[config.mk]
export PLATFORM = sky130hd
export DESIGN_NAME = cp0_exc_ctrl
export DESIGN_NICKNAME = d
export VERILOG_FILES = /design/src/rtl/cp0_exc_ctrl.sv
export SDC_FILE = /design/constraint.sdc
export NUM_CORES = 1
export LEC_CHECK = 0
export ABC_AREA = 1
export BUFFER_PORTS_ARGS = -buffer_cell sky130_fd_sc_hd__buf_4
export CORE_MARGIN = 1
export CORE_UTILIZATION = 48
export CTS_CLUSTER_DIAMETER = 120
export DETAILED_ROUTE_END_ITERATION = 10
export PLACE_DENSITY = 0.81
export SKIP_LAST_GASP = 1
export SYNTH_ARGS = -nofsm -noshare
export SYNTH_HDL_FRONTEND = slang
export SYNTH_SLANG_ARGS = --single-unit
[constraint.sdc]
create_clock -name clk -period 2.1 [get_ports clk]
set_clock_uncertainty 0.1 [all_clocks]
set_input_delay 0.21 -clock clk [delete_from_list [all_inputs] [get_ports clk]]
set_output_delay 0.21 -clock clk [all_outputs]
set_load 0.02 [all_outputs]
[src/rtl/cp0_exc_ctrl.sv]
// cp0_exc_ctrl: CP0 exception/interrupt arbiter holding SR/Cause/EPC/PRId; ports clk, reset, M-stage pc/bd/exccode, hwint, mtc0 (we/a2/din), mfc0 (a1/dout), eret_m, epc_out, req, exl
module cp0_exc_ctrl #(
  parameter logic [31:0] PRID = 32'h0000_4D49
) (
  input  logic        clk,
  input  logic        reset,
  input  logic [31:0] pc_m,
  input  logic        bd_m,
  input  logic [4:0]  exccode_m,
  input  logic [5:0]  hwint,
  input  logic        we,
  input  logic [4:0]  a1,
  input  logic [4:0]  a2,
  input  logic [31:0] din,
  input  logic        eret_m,
  output logic [31:0] dout,
  output logic [31:0] epc_out,
  output logic        req,
  output logic        exl
);
  logic [5:0]  im, ip;
  logic        ie, bd, exl_d, int_req, exc_req, wr_sr, wr_epc;
  logic [4:0]  exccode;
  logic [31:0] epc, epc_n, sr, cause;
  always_ff @(posedge clk or posedge reset)
    if (reset) exl <= 1'b0;
    else exl <= exl_d;
  always_comb begin
    exl_d = exl;
    if (req) exl_d = 1'b1;
    else begin
      if (wr_sr) exl_d = din[1];
      if (eret_m) exl_d = 1'b0;
    end
  end
  always_comb begin
    int_req = |(hwint & im) & ie & ~exl;
    exc_req = (exccode_m != 5'd0) & ~exl;
    req     = int_req | exc_req;
    wr_sr   = we & (a2 == 5'd12);
    wr_epc  = we & (a2 == 5'd14);
    epc_n   = (bd_m ? pc_m - 32'd4 : pc_m) & ~32'd3;
    sr      = {16'h0, im, 8'h0, exl, ie};
    cause   = {bd, 15'h0, ip, 3'b0, exccode, 2'b0};
    dout    = a1 == 5'd12 ? sr : a1 == 5'd13 ? cause : a1 == 5'd14 ? epc : a1 == 5'd15 ? PRID : 32'h0;
    epc_out = wr_epc ? din & ~32'd3 : epc;
  end
  always_ff @(posedge clk or posedge reset)
    if (reset) begin
      im      <= '0;
      ie      <= 1'b0;
      ip      <= '0;
      bd      <= 1'b0;
      exccode <= '0;
      epc     <= '0;
    end else begin
      ip <= hwint;
      if (req) begin
        bd      <= bd_m;
        exccode <= int_req ? 5'd0 : exccode_m;
        epc     <= epc_n;
      end else begin
        if (wr_sr) begin
          im <= din[15:10];
          ie <= din[0];
        end
        if (wr_epc) epc <= din & ~32'd3;
      end
    end
endmodule

==> results.cfg <==
[cts]
cts_sinks = 52
cts_tree = done
cts_root_buf = clkbuf_8
cts_buffers = 5
clockBufferDepth = 2
clock_latency_ns = 0.31
path_clk_slew_ns = 0.10
cts_max_level = 2

[finish]
fill_cells = 674
diodes = 0
final_cells = 809
final_nets = 801
drive_above_1_share_pct = 28.0
finalCoreUtilization_pct = 69.4
syn_to_final_growth_pct = 39.7

[global_route]
grt_pass1_wl_um = 17200
grt_max_degree = 38
grt_overflow_total = 0
antenna_found_initial = 0
grtUsageTotal_pct = 28.5
first_global_vias = 3736

[sta]
setup_ws_ns = 0.115
setup_viol = 0
grt_setup_unrepaired = no
fmax_mhz = 504
hold_viol_final = 0
period_needed_ns = 1.98
timing.slew.headroom_pct = 48.9
holdWs_ns = 0.0513
worstMarginPinSlew_ns = 0.766
setup_tns_ns = 0
slew_viol_final = 0
fin_crit_sh_pct = 94.5

[yosys]
syn-instance-count = 549
syn_nets = 640
yosysMostFrequentCell = nand2_1
ys_types = 30
synth_top_area_share_pct = 35.9
seq_area_frac_synth_pct = 35.9
ys.flop_type = dfrtp_1
yosys_warnings = 0
synth_area_sq_mm = 0.00362
netlist_top_cells_count = 185 x nand2_1, 72 x inv_1, 64 x nor2_1
ys_ff_latch = 52
synth_area_leaders = dfrtp_1 36%, nand2_1 19%, inv_1 7.5%
synth_edf_count = 0
postSynth.asyncResetShare_pct = 100
synth_top_area_cell = dfrtp_1
syn-mean-instance-area_sq_um = 6.60

[critical_path]
worstSetupPathType = primary input to output port
worstPathMaxFanout = 11
crit_path_end_kind = output port
crit_slowest_cell = dlygate4sd3_1
crit_family = buffers and inverters
start_kind = primary input
cp_common_cell = nand2_1
cp_cell_sequence = dlygate4sd3_1, buf_4, nand2_1, nand2_1, a21oi_2, nand2_1, nand3_4, nand2_4, buf_4
worstPathArrival_ns = 1.67
rrSetupSlack_ns = 0.34
cp.required_ns = 1.79
slowest_delay_ns = 0.54
crit_buf_inv = 3

[power_and_ir_drop]
irDropWorstVdd_mv = 0.518
p_leak_nw = 2.72
p_per_area_mw_per_mm2 = 945

[route]
wirelength_um = 10900
wl_per_cell_um = 13.4
vias_per_cell = 5.00
route.vias.total = 4042
drc = 0
antenna_left = 0
dr.first_iter.drc_count = 182
drt_first_pass_iters = 5

[floorplan]
start_util_pct = 49.7
rows = 31
io_pins = 156
die_h_um = 88.9
dieWidth_um = 88.9
die-area_sq_mm = 0.00790
core_sq_mm = 0.00729

[min_path]
min_path_type = primary input to flop

[place]
gp_congestion = 0.919
placedCellCount = 794
dp_slack_ns = 0.324
port_buffers = 153
dp_hpwl_um = 8800

[flow_run]
max_cap_viol_count = 0

[outcome]
status = finished clean
## routing by layer
| metal | wire, um | vias to the layer above | GRT usage [%] | share of wire (%) |
|---|---|---|---|---|
| met5 | 0 | - | 0 | 0 |
| met4 | 114 | 0 | 6.01 | 1.1 |
| met3 | 653 | 10 | 4.20 | 6.0 |
| met2 | 5170 | 127 | 48.5 | 48 |
| met1 | 4910 | 1878 | 38.7 | 45 |
| li1 | - | 2027 | - | - |
## through the flow
step / total power (W) / instance area, sq um
final: 0.00478 / 5060
after global routing: 0.00513 / 5060
after CTS: 0.00480 / 5060
after detailed placement: 0.00398 / 4850
after global placement: 0.00391 / 4850
after floorplan: 0.00307 / 3620
## kinds of logic after synthesis
group / count (synthesis) / share of synthesized area, %
AOI/OAI and AO/OA: 69 / 10.4
xor gates and xnor gates: 15 / 3.63
adders and majority gates: 1 / 0.345
buffers and inverters: 92 / 11.1
DFF: 52 / 35.9
and+or+nand+nor: 320 / 38.6
## state kept, by name (all words and copies together) (netlist names)
| register | flops |
|---|---|
| epc | 32 |
| im | 6 |
| ip | 6 |
| exccode | 5 |
| bd | 1 |
| exl | 1 |
| ie | 1 |
## tightest hold or removal path, stage by stage
cell and delay, ns:
buf_4 0.08, nand3_1 0.06, o21ai_0 0.07
## cells in the final DEF, fill, tap and decap left out, drive strengths merged, types with 4 or more instances in the layout
| cell | instances |
|---|---|
| o21ai | 62 |
| o22ai | 4 |
| nand2 | 192 |
| nor3 | 7 |
| dfrtp | 52 |
| xnor2 | 5 |
| clkbuf | 5 |
| inv | 76 |
| buf | 162 |
| nand3 | 35 |
| dlygate4sd3 | 8 |
| nand4 | 10 |
| nor2 | 72 |
| xor2 | 10 |
## cell type report
cell class	count	area, sq um	share of cell area (%)
multi-input combinational	405	1920	38.0
timing repair buffer	170	1300	25.6
sequential	52	1300	25.7
inverter	76	288	5.69
clock inverter	2	60.1	1.19
tap	99	124	2.45
clock buffer	5	68.8	1.36
## worst paths after layout
kind,start,to,depth (start not counted)
max,hwint[2],req,9
min in group asynchronous,reset,im[0],3
min reg2reg,im[3],im[3],2
max in group asynchronous,reset,epc[20],4
min,exccode_m[1],exccode[1],3
max reg2reg,im[2],epc[20],9
## report_power, final
group / leakage [nW] / switching (W) / internal, W
logic: 2.01 / 0.00153 / 0.000911
clock network: 0.0642 / 0.000341 / 0.000469
registers: 0.643 / 0.000143 / 0.00139
## what timing repair did
action                    CTS  global route
hold endpoints to repair   41             0
resized for setup           0             0
hold buffers                8             0
buffers inserted            0             0
(Power assumes the default switching activity.)
